[src/rtl/pipe_stage_ctrl.sv]
// Sequencing controller for a chain of pipeline-register walls: per-stage valid
// tracking, stall propagation, bubble insertion, flush squash and refill lockout.
module pipe_stage_ctrl #(
   parameter int STAGES        = 5,
   parameter int REFILL_CYCLES = 2,
   parameter int CNT_W         = 16
) (
   input  logic                      clk,
   input  logic                      reset,
   input  logic                      in_valid,
   output logic                      in_ready,
   input  logic [STAGES-1:0]         stall_req,
   input  logic                      flush_req,
   input  logic [$clog2(STAGES)-1:0] flush_stage,
   output logic [STAGES-1:0]         stage_en,
   output logic [STAGES-1:0]         stage_soft_reset,
   output logic [STAGES-1:0]         stage_valid,
   output logic                      refill_busy,
   output logic [CNT_W-1:0]          stall_cycles
);

   localparam int FS_W = $clog2(STAGES);
   localparam logic [FS_W-1:0] TOP_STAGE = FS_W'(STAGES - 1);
   localparam logic [3:0]      RELOAD    = 4'(REFILL_CYCLES);

   typedef enum logic {IDLE, REFILL} state_t;

   state_t             state;
   logic [3:0]         refill_cnt;
   logic [FS_W-1:0]    fs_clamped;
   logic [STAGES-1:0]  squash;
   logic [STAGES-1:0]  hold;
   logic [STAGES-1:0]  incoming;
   logic [STAGES-1:0]  valid_next;

   assign fs_clamped = (flush_stage > TOP_STAGE) ? TOP_STAGE : flush_stage;

   // Hold propagates from the oldest stage down; a squashed stage never holds,
   // and an invalid stage breaks the chain so its bubble can be overwritten.
   always_comb begin
      logic carry;
      // NOTE: every always_comb output gets a default first so no path infers a latch.
      squash = '0;
      hold   = '0;
      carry  = 1'b0;
      for (int i = 0; i < STAGES; i++) begin
         squash[i] = flush_req & (FS_W'(i) <= fs_clamped);
      end
      for (int i = STAGES - 1; i >= 0; i--) begin
         if (squash[i]) begin
            carry = 1'b0;
         end else begin
            carry = stall_req[i] | (stage_valid[i] & carry);
         end
         hold[i] = carry;
      end
   end

   assign in_ready = ~hold[0] & (state == IDLE) & ~flush_req;

   always_comb begin
      incoming    = '0;
      valid_next  = '0;
      incoming[0] = in_valid & in_ready;
      for (int i = 1; i < STAGES; i++) begin
         incoming[i] = stage_valid[i-1] & ~hold[i-1];
      end
      for (int i = 0; i < STAGES; i++) begin
         if (squash[i])    valid_next[i] = 1'b0;
         else if (hold[i]) valid_next[i] = stage_valid[i];
         else              valid_next[i] = incoming[i];
      end
   end

   assign stage_en         = ~hold | squash;
   // Soft reset is suppressed while reset is asserted so the walls sit quiet.
   assign stage_soft_reset = reset ? (squash | (~hold & ~incoming)) : '0;
   assign refill_busy      = (state == REFILL);

   always_ff @(posedge clk or negedge reset) begin
      if (!reset) begin
         stage_valid <= '0;
      end else begin
         // NOTE: sequential state uses non-blocking assignments only.
         stage_valid <= valid_next;
      end
   end

   always_ff @(posedge clk or negedge reset) begin
      if (!reset) begin
         state      <= IDLE;
         refill_cnt <= '0;
      end else begin
         case (state)
            IDLE: begin
               if (flush_req) begin
                  state      <= REFILL;
                  refill_cnt <= RELOAD;
               end
            end
            REFILL: begin
               if (flush_req) begin
                  refill_cnt <= RELOAD;
               end else if (refill_cnt <= 4'd1) begin
                  state      <= IDLE;
                  refill_cnt <= '0;
               end else begin
                  refill_cnt <= refill_cnt - 4'd1;
               end
            end
            default: begin
               state      <= IDLE;
               refill_cnt <= '0;
            end
         endcase
      end
   end

   always_ff @(posedge clk or negedge reset) begin
      if (!reset) begin
         stall_cycles <= '0;
      end else if (in_valid && !in_ready && !(&stall_cycles)) begin
         stall_cycles <= stall_cycles + 1'b1;
      end
   end

endmodule

[config.mk]
export PLATFORM = sky130hd
export DESIGN_NAME = pipe_stage_ctrl
export DESIGN_NICKNAME = d
export VERILOG_FILES = /design/src/rtl/pipe_stage_ctrl.sv
export SDC_FILE = /design/constraint.sdc
export NUM_CORES = 1
export LEC_CHECK = 0
export ABC_CLOCK_PERIOD_IN_PS = 2800
export BUFFER_PORTS_ARGS = -buffer_cell sky130_fd_sc_hd__buf_2
export CAP_MARGIN = 40
export CORE_MARGIN = 5
export CORE_UTILIZATION = 55
export CTS_CLUSTER_DIAMETER = 50
export DETAILED_ROUTE_END_ITERATION = 8
export PLACE_DENSITY = 0.84
export SLEW_MARGIN = 20
export SYNTH_ARGS = -nofsm -noshare
export SYNTH_HDL_FRONTEND = slang
export SYNTH_SLANG_ARGS = --single-unit
[constraint.sdc]
create_clock -name clk -period 2.8 [get_ports clk]
set_input_delay 0.42 -clock clk [delete_from_list [all_inputs] [get_ports clk]]
set_output_delay 0.42 -clock clk [all_outputs]
set_load 0.005 [all_outputs]
==> impl_metrics.json, run 1 <==
{
  "setup_viol": 0,
  "wl_met3_um": 252,
  "yosys_warnings": 0,
  "path_clk_slew_ns": 0.15,
  "grtUsageTotal": 0.1994,
  "status": "complete, no violations",
  "tightest_slew_ns": 0.6442,
  "dp_cells": 222,
  "layout-drive-gt1-share": 0.3487,
  "drtPass1Iterations": 4,
  "topRoutingLayerUsed": "met4",
  "wirelength_mm": 3.830,
  "synthArstFlopShare": 1.000,
  "synth_mux_area_frac": 0.02688,
  "vias_per_cell": 6.071,
  "setup_ws_ns": 0.5219,
  "final_cells": 226,
  "path_class": "register to primary output",
  "dr_wl_met2_mm": 1.884,
  "rows": 19,
  "relSlewSlack": 0.5705,
  "layout_min_cycle_time_ns": 2.278,
  "whs_ns": 0.08682,
  "drv_slew": 0,
  "rsz0062_at_grt": "no",
  "dp_hpwl_mm": 2.844,
  "crit_required_ns": 2.38,
  "drt-initial-drc-count": 73,
  "antenna_cells": 0,
  "worstPathBufferInverterCount": 1,
  "coreArea_mm2": 0.002758,
  "synthXorXnorAreaFrac": 0.08300,
  "p_per_area_mw_per_mm2": 682.3,
  "grt_pass1_wl_mm": 6.506,
  "via_count": 1372,
  "grt_overflow_total": 0,
  "cp_slowest_cell": "dfrtp_1",
  "preCtsSetupSlack_ns": 0.6206,
  "static-leakage-power_nw": 0.8855,
  "finalClockSkew_ns": 0.01438,
  "post_drt_wl_per_cell_um": 16.95,
  "cts_root_buf": "clkbuf_4",
  "cp_max_fo": 7,
  "crit_path_end_kind": "primary output",
  "synth-compound-area-share": 0.2103,
  "synth-edff-count": 0,
  "cts-resized-gates": 0,
  "die_w_um": 63.65,
  "hp-class": "primary input to asynchronous set/reset pin",
  "synthAdderAreaFrac": 0.02372,
  "dieArea_mm2": 0.004051,
  "nets": 211,
  "synth_top_family_by_area": "compound AO/OA/AOI/OAI gates",
  "cts_max_level": 1,
  "drc": 0,
  "drv_cap": 0,
  "grt_max_degree": 32,
  "fill_cells": 221,
  "tns_ns": 0,
  "grt_pass1_vias": 1372,
  "cpPeakStageDelay_ns": 0.45,
  "worstPathArrival_ns": 1.86,
  "synthesis.nets": 165,
  "synth_area_mm2": 0.001583,
  "cts.sinks": 26,
  "numCtsBuffers": 3,
  "finalCritPeriodShare": 0.8136,
  "yosys.cell_types.count": 47,
  "synth_top_flop_cell": "dfrtp_1",
  "ys_seq_elements": 26,
  "ir_worst_vdd_uv": 506.2,
  "critical-path-top-delay-family": "compound AO/OA/AOI/OAI gates",
  "gp_congestion": 0.8970,
  "postCtsSetupRepairBufs": 0,
  "critPathLaunchType": "register",
  "fmax_ghz": 0.4390,
  "clockBufferDepth": 2,
  "wirelength_met1_mm": 1.595,
  "syn_inst": 150,
  "start_util": 0.5740,
  "io_pins": 45,
  "cts-hold-fix-buffers": 0,
  "ant_nets": 0,
  "hold_viol": 0,
  "antenna_found_initial": 0,
  "avgSynthCellArea_um2": 10.55,
  "clk_latency_ns": 0.33,
  "port_buffers": 44,
  "die_h_um": 63.65,
  "worstPathCellList": "a31oi_4 -> o41ai_4 -> a21oi_1 -> o211a_1 -> buf_2",
  "yosys.area_share.simple": 0.1945,
  "cts_tree": "yes",
  "seq_area_frac_synth": 0.4111,
  "area_delta_synth_final_pct": 17.23
}
-- power breakdown --
part	total [mW]	internal (mW)	switching [mW]
clock network	0.261	0.145	0.116
registers	0.575	0.459	0.117
logic	0.430	0.193	0.237
-- layout make-up --
| type | instances | area, µm² | area share |
|---|---|---|---|
| Clock buffer | 3 | 22.52 | 0.01214 |
| Clock inverter | 1 | 30.03 | 0.01618 |
| Inverter | 7 | 26.28 | 0.01416 |
| Multi-Input combinational cell | 112 | 852.1 | 0.4592 |
| Sequential cell | 26 | 650.6 | 0.3506 |
| Tap cell | 31 | 38.79 | 0.02090 |
| Timing Repair Buffer | 46 | 235.2 | 0.1268 |
-- metrics by stage --
step	total power, mW	area [µm²]	util
finish	1.266	1856	0.6729
floorplan	0.8258	1583	-
CTS	1.266	1856	0.6729
global placement	0.9565	1803	0.6538
global route	1.357	1856	0.6729
detailed placement	1.001	1803	0.6538
-- layout by cell type, fill, tap and decap left out, drive strengths merged, types with 4 or more instances in the layout --
cell / n
o21ai: 8
nand2: 12
dfrtp: 26
o211ai: 8
buf: 46
inv: 7
o2111ai: 4
and3: 7
xnor2: 15
a21oi: 9
nand3: 5
nor2: 9
-- cell families (layout without fill, tap and decap cells) --
family | after synthesis | in the layout
fa+ha+maj | 3 | 3
buf+inv | 12 | 57
xor+xnor | 15 | 15
compound gates | 39 | 39
mux | 4 | 4
flops | 26 | 26
simple gates | 51 | 51
-- metal layers --
layer,track usage,up-vias
met2,0.3439,61
met4,0.07792,0
met3,0.02842,13
li1,-,636
met1,0.2480,662
met5,0,-
-- final timing paths --
| check | from | cells after the start | to | slack (ns) |
|---|---|---|---|---|
| min in group clk | stall_req[1] | 2 | stage_valid[1]$_DFFE_PN0P_ | 0.27 |
| hold reg to reg | stall_cycles[10]$_DFFE_PN0P_ | 1 | stall_cycles[10]$_DFFE_PN0P_ | 0.51 |
| setup / recovery | stage_valid[3]$_DFFE_PN0P_ | 5 | stage_soft_reset[0] | 0.52 |
| setup reg to reg | stall_cycles[0]$_DFFE_PN0P_ | 6 | stall_cycles[9]$_DFFE_PN0P_ | 0.80 |
| max in group asynchronous | reset | 1 | stall_cycles[9]$_DFFE_PN0P_ | 2.29 |
| hold / removal | reset | 1 | stall_cycles[3]$_DFFE_PN0P_ | 0.09 |
-- worst register-to-register path: cells and delay by family (launching register included) --
family                   cells  cell delay (ns)
adder cells (fa/ha/maj)      1             0.24
XOR/XNOR                     1             0.16
AND/OR/NAND/NOR              3             0.85
AO/OA/AOI/OAI                1             0.20
flip-flops                   1             0.45
-- state kept, by name, summed over array words and instances (netlist names) --
name          cells
refill_busy       1
refill_cnt        4
stage_valid       5
stall_cycles     16
-- cell usage after synthesis, types with 2 or more instances --
cell	count	area, µm²
o31ai_1	3	22.52
and2_1	2	12.51
buf_6	2	22.52
o21ai_2	3	26.28
ha_1	3	37.54
o211ai_1	3	22.52
nor3_1	3	15.01
and3_1	7	43.79
nand2_1	11	41.29
a21oi_1	9	45.04
o21ai_1	4	20.02
dfrtp_1	26	650.6
nand3_1	5	25.02
inv_1	7	26.28
mux2i_1	2	20.02
nor2_1	7	26.28
and4_1	2	17.52
o211ai_2	5	62.56
xnor2_1	15	131.4
o2111ai_1	4	35.03
No activity file was read; power rests on OpenSTA's default activity.
==> run 2, diff against run 1 <==
Settings changed: ABC_CLOCK_PERIOD_IN_PS 2800 to 2000, CORE_UTILIZATION 55 to 46, PLACE_DENSITY 0.84 to 0.75.
Clock period 2.8 ns to 2 ns, I/O delays scaled along.
==> impl_metrics.json, run 2 (synthesis results as in run 1) <==
{
  "cp_slowest_cell": "o41ai_4",
  "grt_pass1_wl_mm": 6.113,
  "hold_start": "stall_req[1]",
  "static-leakage-power_nw": 1.018,
  "top_regs": "stall_cycles: 16 flops, stage_valid: 5 flops, refill_cnt: 4 flops",
  "layout_commonest_cell": "buf_2",
  "layout_min_cycle_time_ns": 2.128,
  "crit_path_end_kind": "primary output",
  "holdPathStages": 2,
  "vias_per_cell": 5.323,
  "fmax_ghz": 0.4699,
  "setup_ws_ns": -0.1283,
  "antenna_found_initial": 0,
  "wl_met3_um": 232,
  "coreArea_mm2": 0.003337,
  "grt_overflow_total": 0,
  "top_register": "stall_cycles",
  "die_w_um": 68.66,
  "layout-drive-gt1-share": 0.4682,
  "cp_common_cell": "a31oi_4",
  "drtPass1Iterations": 4,
  "hp-class": "primary input to register",
  "finalClockSkew_ns": 0.005361,
  "nets": 236,
  "r2r-end": "stage_valid[1]$_DFFE_PN0P_",
  "die_h_um": 68.66,
  "drv_cap": 0,
  "ant_nets": 0,
  "wirelength_mm": 3.958,
  "ir_worst_vdd_uv": 553.4,
  "cpPeakStageDelay_ns": 0.49,
  "reg2reg_setup_slack_ns": 0.02,
  "ff2ff_path_depth": 10,
  "drc": 0,
  "gp_congestion": 0.8480,
  "seq_area_um2": 650.6,
  "preCtsSetupSlack_ns": 0.08201,
  "cts_tree": "yes",
  "antenna_cells": 0,
  "grt_pass1_vias": 1362,
  "p_total_mw": 1.730,
  "cts_max_level": 1,
  "port_buffers": 44,
  "cp_max_fo": 4,
  "rsz0062_at_grt": "yes",
  "cts.sinks": 26,
  "wirelength_met1_mm": 1.667,
  "dp_hpwl_mm": 2.696,
  "numCtsBuffers": 3,
  "multi_input_area_um2": 928.4,
  "hold_viol": 0,
  "path_class": "register to primary output",
  "via_count": 1416,
  "violations": "negative setup slack",
  "clockBufferDepth": 2,
  "status": "complete, but fails checks",
  "path_clk_slew_ns": 0.14,
  "tightest_slew_ns": 0.9225,
  "hold_end": "stage_valid[1]$_DFFE_PN0P_",
  "io_pins": 45,
  "grtUsageTotal": 0.1714,
  "whs_ns": 0.1930,
  "grt_max_degree": 19,
  "crit_required_ns": 1.70,
  "dr_wl_met2_mm": 1.972,
  "clk_latency_ns": 0.32,
  "drv_slew": 0,
  "dieArea_mm2": 0.004714,
  "r2r-start": "stage_valid[3]$_DFFE_PN0P_",
  "worstPathArrival_ns": 1.83,
  "relSlewSlack": 0.3797,
  "crit_start": "stage_valid[3]$_DFFE_PN0P_",
  "final_cell_mix": "buf_2, dfrtp_1, buf_4",
  "drt-initial-drc-count": 70,
  "post_drt_wl_per_cell_um": 14.88,
  "critPathLaunchType": "register",
  "rows": 21,
  "setup_viol": 5,
  "cts_root_buf": "clkbuf_4",
  "worstPathCellList": "a31oi_4 -> o41ai_4 -> buf_4 -> a31oi_4 -> buf_2",
  "start_util": 0.4743,
  "largest_register_ffs": 16,
  "p_per_area_mw_per_mm2": 801.1,
  "fill_cells": 273,
  "topRoutingLayerUsed": "met4",
  "area_delta_synth_final_pct": 36.44,
  "finalCritPeriodShare": 1.064
}
[run 2: what timing repair did]
action,CTS,global route
hold endpoints to repair,8,0
resized for setup,6,16
setup buffers,11,4
pin swaps,7,6
hold buffers,1,0
endpoints found under the setup margin,7,9
[run 2: routing by layer]
layer	vias to the layer above	GRT usage
met2	39	0.2968
met1	679	0.2154
met4	0	0.06203
li1	690	-
met3	8	0.02431
met5	-	0
[run 2: worst max path at each step]
| stage | cells past startpoint | to |
|---|---|---|
| global route | 5 | in_ready |
| CTS | 5 | stage_soft_reset[0] |
| floorplan | 6 | stall_cycles[1]$_DFFE_PN0P_ |
| detailed placement | 8 | stage_soft_reset[2] |
| global placement | 8 | stage_soft_reset[2] |
| finish | 5 | in_ready |
[run 2: power breakdown]
| part | leakage (nW) | internal, mW | total [mW] | switching, mW |
|---|---|---|---|---|
| Sequential | 0.341 | 0.642 | 0.773 | 0.131 |
| Combinational | 0.656 | 0.341 | 0.690 | 0.349 |
| Clock | 0.0210 | 0.111 | 0.267 | 0.156 |
[run 2: worst max-delay path: cells and delay by family, from the launching register on]
family / cells / cell delay (ns)
buf+inv: 2 / 0.39
flops: 1 / 0.42
compound gates: 3 / 0.70
[run 2: cell type report]
| class | instances | share of cell area |
|---|---|---|
| clock buffer | 4 | 0.01680 |
| inverter | 7 | 0.01217 |
| multi-input combinational | 112 | 0.4299 |
| sequential | 26 | 0.3013 |
| tap | 46 | 0.02665 |
| timing repair buffer | 71 | 0.2132 |
[run 2: per-stage QoR]
| stage | TNS (ns) | util | std cells | cell area [µm²] |
|---|---|---|---|---|
| 3_5_place_dp | 0 | 0.5699 | 246 | 1902 |
| 3_3_place_gp | 0 | 0.5699 | 246 | 1902 |
| 6_report | -0.5356 | 0.6472 | 266 | 2160 |
| 5_1_grt | -1.039 | 0.6472 | 266 | 2160 |
| 4_1_cts | -0.1136 | 0.6145 | 262 | 2051 |
| 2_1_floorplan | 0 | - | 150 | 1583 |
==> run 3, diff against run 2 <==
Settings changed: CORE_UTILIZATION 46 to 45, PLACE_DENSITY 0.75 to 0.73.
==> impl_metrics.json, run 3 (synthesis results as in run 1) <==
{
  "ant_nets": 0,
  "gp_congestion": 0.8264,
  "holdPathStages": 2,
  "antenna_found_initial": 0,
  "finalClockSkew_ns": 0.009646,
  "start_util": 0.4706,
  "hold_viol": 0,
  "die_w_um": 69.31,
  "cpPeakStageDelay_ns": 0.42,
  "wirelength_mm": 3.718,
  "via_count": 1382,
  "fin_util": 0.5971,
  "layout-drive-gt1-share": 0.4171,
  "area_delta_synth_final_pct": 26.88,
  "cts_max_level": 1,
  "rsz0062_at_grt": "yes",
  "crit_path_end_kind": "primary output",
  "layout_min_cycle_time_ns": 2.014,
  "path_clk_slew_ns": 0.14,
  "drc": 0,
  "hold_start": "stall_req[1]",
  "status": "complete, but fails checks",
  "grt_pass1_wl_mm": 6.534,
  "drv_cap": 0,
  "tns_ns": -0.02408,
  "cts.sinks": 26,
  "numCtsBuffers": 3,
  "coreArea_mm2": 0.003363,
  "setup_viol": 3,
  "antenna_cells": 0,
  "drv_slew": 0,
  "final_cell_mix": "buf_2, dfrtp_1, buf_4",
  "p_total_mw": 1.644,
  "crit_required_ns": 1.70,
  "worstPathCellList": "a31oi_4 -> o41ai_4 -> a21oi_2 -> o211a_1 -> buf_2",
  "layout_commonest_cell": "buf_2",
  "nets": 228,
  "cp_max_fo": 3,
  "dp_hpwl_mm": 2.874,
  "clk_latency_ns": 0.32,
  "dp_cells": 247,
  "static-leakage-power_nw": 0.9583,
  "cts_tree": "yes",
  "critPathLaunchType": "register",
  "dieArea_mm2": 0.004803,
  "cp_slowest_cell": "o41ai_4",
  "largest_register_ffs": 16,
  "violations": "negative setup slack",
  "p_per_area_mw_per_mm2": 818.8,
  "top_register": "stall_cycles",
  "drt-initial-drc-count": 43,
  "cts_root_buf": "clkbuf_4",
  "path_class": "register to primary output",
  "vias_per_cell": 5.377,
  "post_drt_wl_per_cell_um": 14.47,
  "rows": 21,
  "worstPathArrival_ns": 1.71,
  "grtUsageTotal": 0.1610,
  "hp-class": "primary input to register",
  "reg2reg_setup_slack_ns": 0.08,
  "r2r-end": "stall_cycles[9]$_DFFE_PN0P_",
  "fmax_ghz": 0.4964,
  "grt_overflow_total": 0,
  "drtPass1Iterations": 4,
  "hold_end": "stage_valid[1]$_DFFE_PN0P_",
  "tightest_slew_ns": 0.4242,
  "setup_ws_ns": -0.01439,
  "top_regs": "stall_cycles: 16 flops, stage_valid: 5 flops, refill_cnt: 4 flops",
  "r2r-start": "stall_cycles[0]$_DFFE_PN0P_",
  "io_pins": 45,
  "clockBufferDepth": 2,
  "ff2ff_path_depth": 7,
  "preCtsSetupSlack_ns": 0.08165,
  "finalCritPeriodShare": 1.007,
  "port_buffers": 44,
  "final_cells": 257,
  "grt_max_degree": 19,
  "grt_pass1_vias": 1412,
  "die_h_um": 69.31,
  "ir_worst_vdd_uv": 656.1,
  "relSlewSlack": 0.7146
}
-- run 3: cell types whose count changed in the layout (fill, tap and decap cells not counted), sizes merged --
| cell | previous run | this run |
|---|---|---|
| buf | 70 | 62 |
| clkbuf | 4 | 3 |
-- run 3: layer usage --
metal,vias up,routed length [µm],GRT usage,part of all wire
met5,-,0,0,0
met4,0,53,0.04555,0.014
met3,7,196,0.03768,0.053
met2,34,1848,0.2775,0.50
met1,669,1620,0.1998,0.44
li1,672,-,-,-
-- run 3: critical path: cells and delay by family (launching register included) --
family | cells | cell delay, ns
buffers and inverters | 1 | 0.13
AOI/OAI and AO/OA | 4 | 0.85
DFF | 1 | 0.41
-- run 3: report_power, final --
group	internal, mW	switching, mW	total (mW)
clock network	0.0707	0.152	0.223
registers	0.642	0.140	0.782
logic	0.310	0.329	0.639
-- run 3: final cells by class --
cell class | count | area, µm²
multi-input combinational | 112 | 882.1
tap | 46 | 57.56
sequential | 26 | 650.6
inverter | 7 | 26.28
clock buffer | 3 | 22.52
fill | 294 | 1355
timing repair buffer | 63 | 369.1
-- run 3: stage by stage --
| step | hold slack [ns] | area (µm²) |
|---|---|---|
| after floorplan | 0.004409 | 1583 |
| after global placement | 0.1867 | 1897 |
| after detailed placement | 0.1960 | 1897 |
| after CTS | 0.1589 | 1969 |
| after global routing | 0.1516 | 2008 |
| final | 0.1641 | 2008 |
-- run 3: worst max-delay path by stage --
stage | slack, ns | from | endpoint | depth (start not counted)
after floorplan | 0.18 | refill_busy$_DFF_PN0_ | stall_cycles[1]$_DFFE_PN0P_ | 6
after detailed placement | 0.08 | stall_cycles[0]$_DFFE_PN0P_ | stall_cycles[9]$_DFFE_PN0P_ | 6
final | -0.01 | stage_valid[3]$_DFFE_PN0P_ | stage_soft_reset[0] | 5
after global placement | 0.13 | flush_req | in_ready | 7
after global routing | -0.11 | stage_valid[3]$_DFFE_PN0P_ | stage_soft_reset[1] | 5
after CTS | -0.02 | stage_valid[1]$_DFFE_PN0P_ | stage_soft_reset[1] | 5
-- run 3: repair_timing --
action                     4_1_cts  5_1_grt
hold buffers                     1        0
setup buffers                    4        2
pin swaps                        3        3
setup endpoints to repair        7        8
gates resized for setup          4        4
hold endpoints to repair         8        0
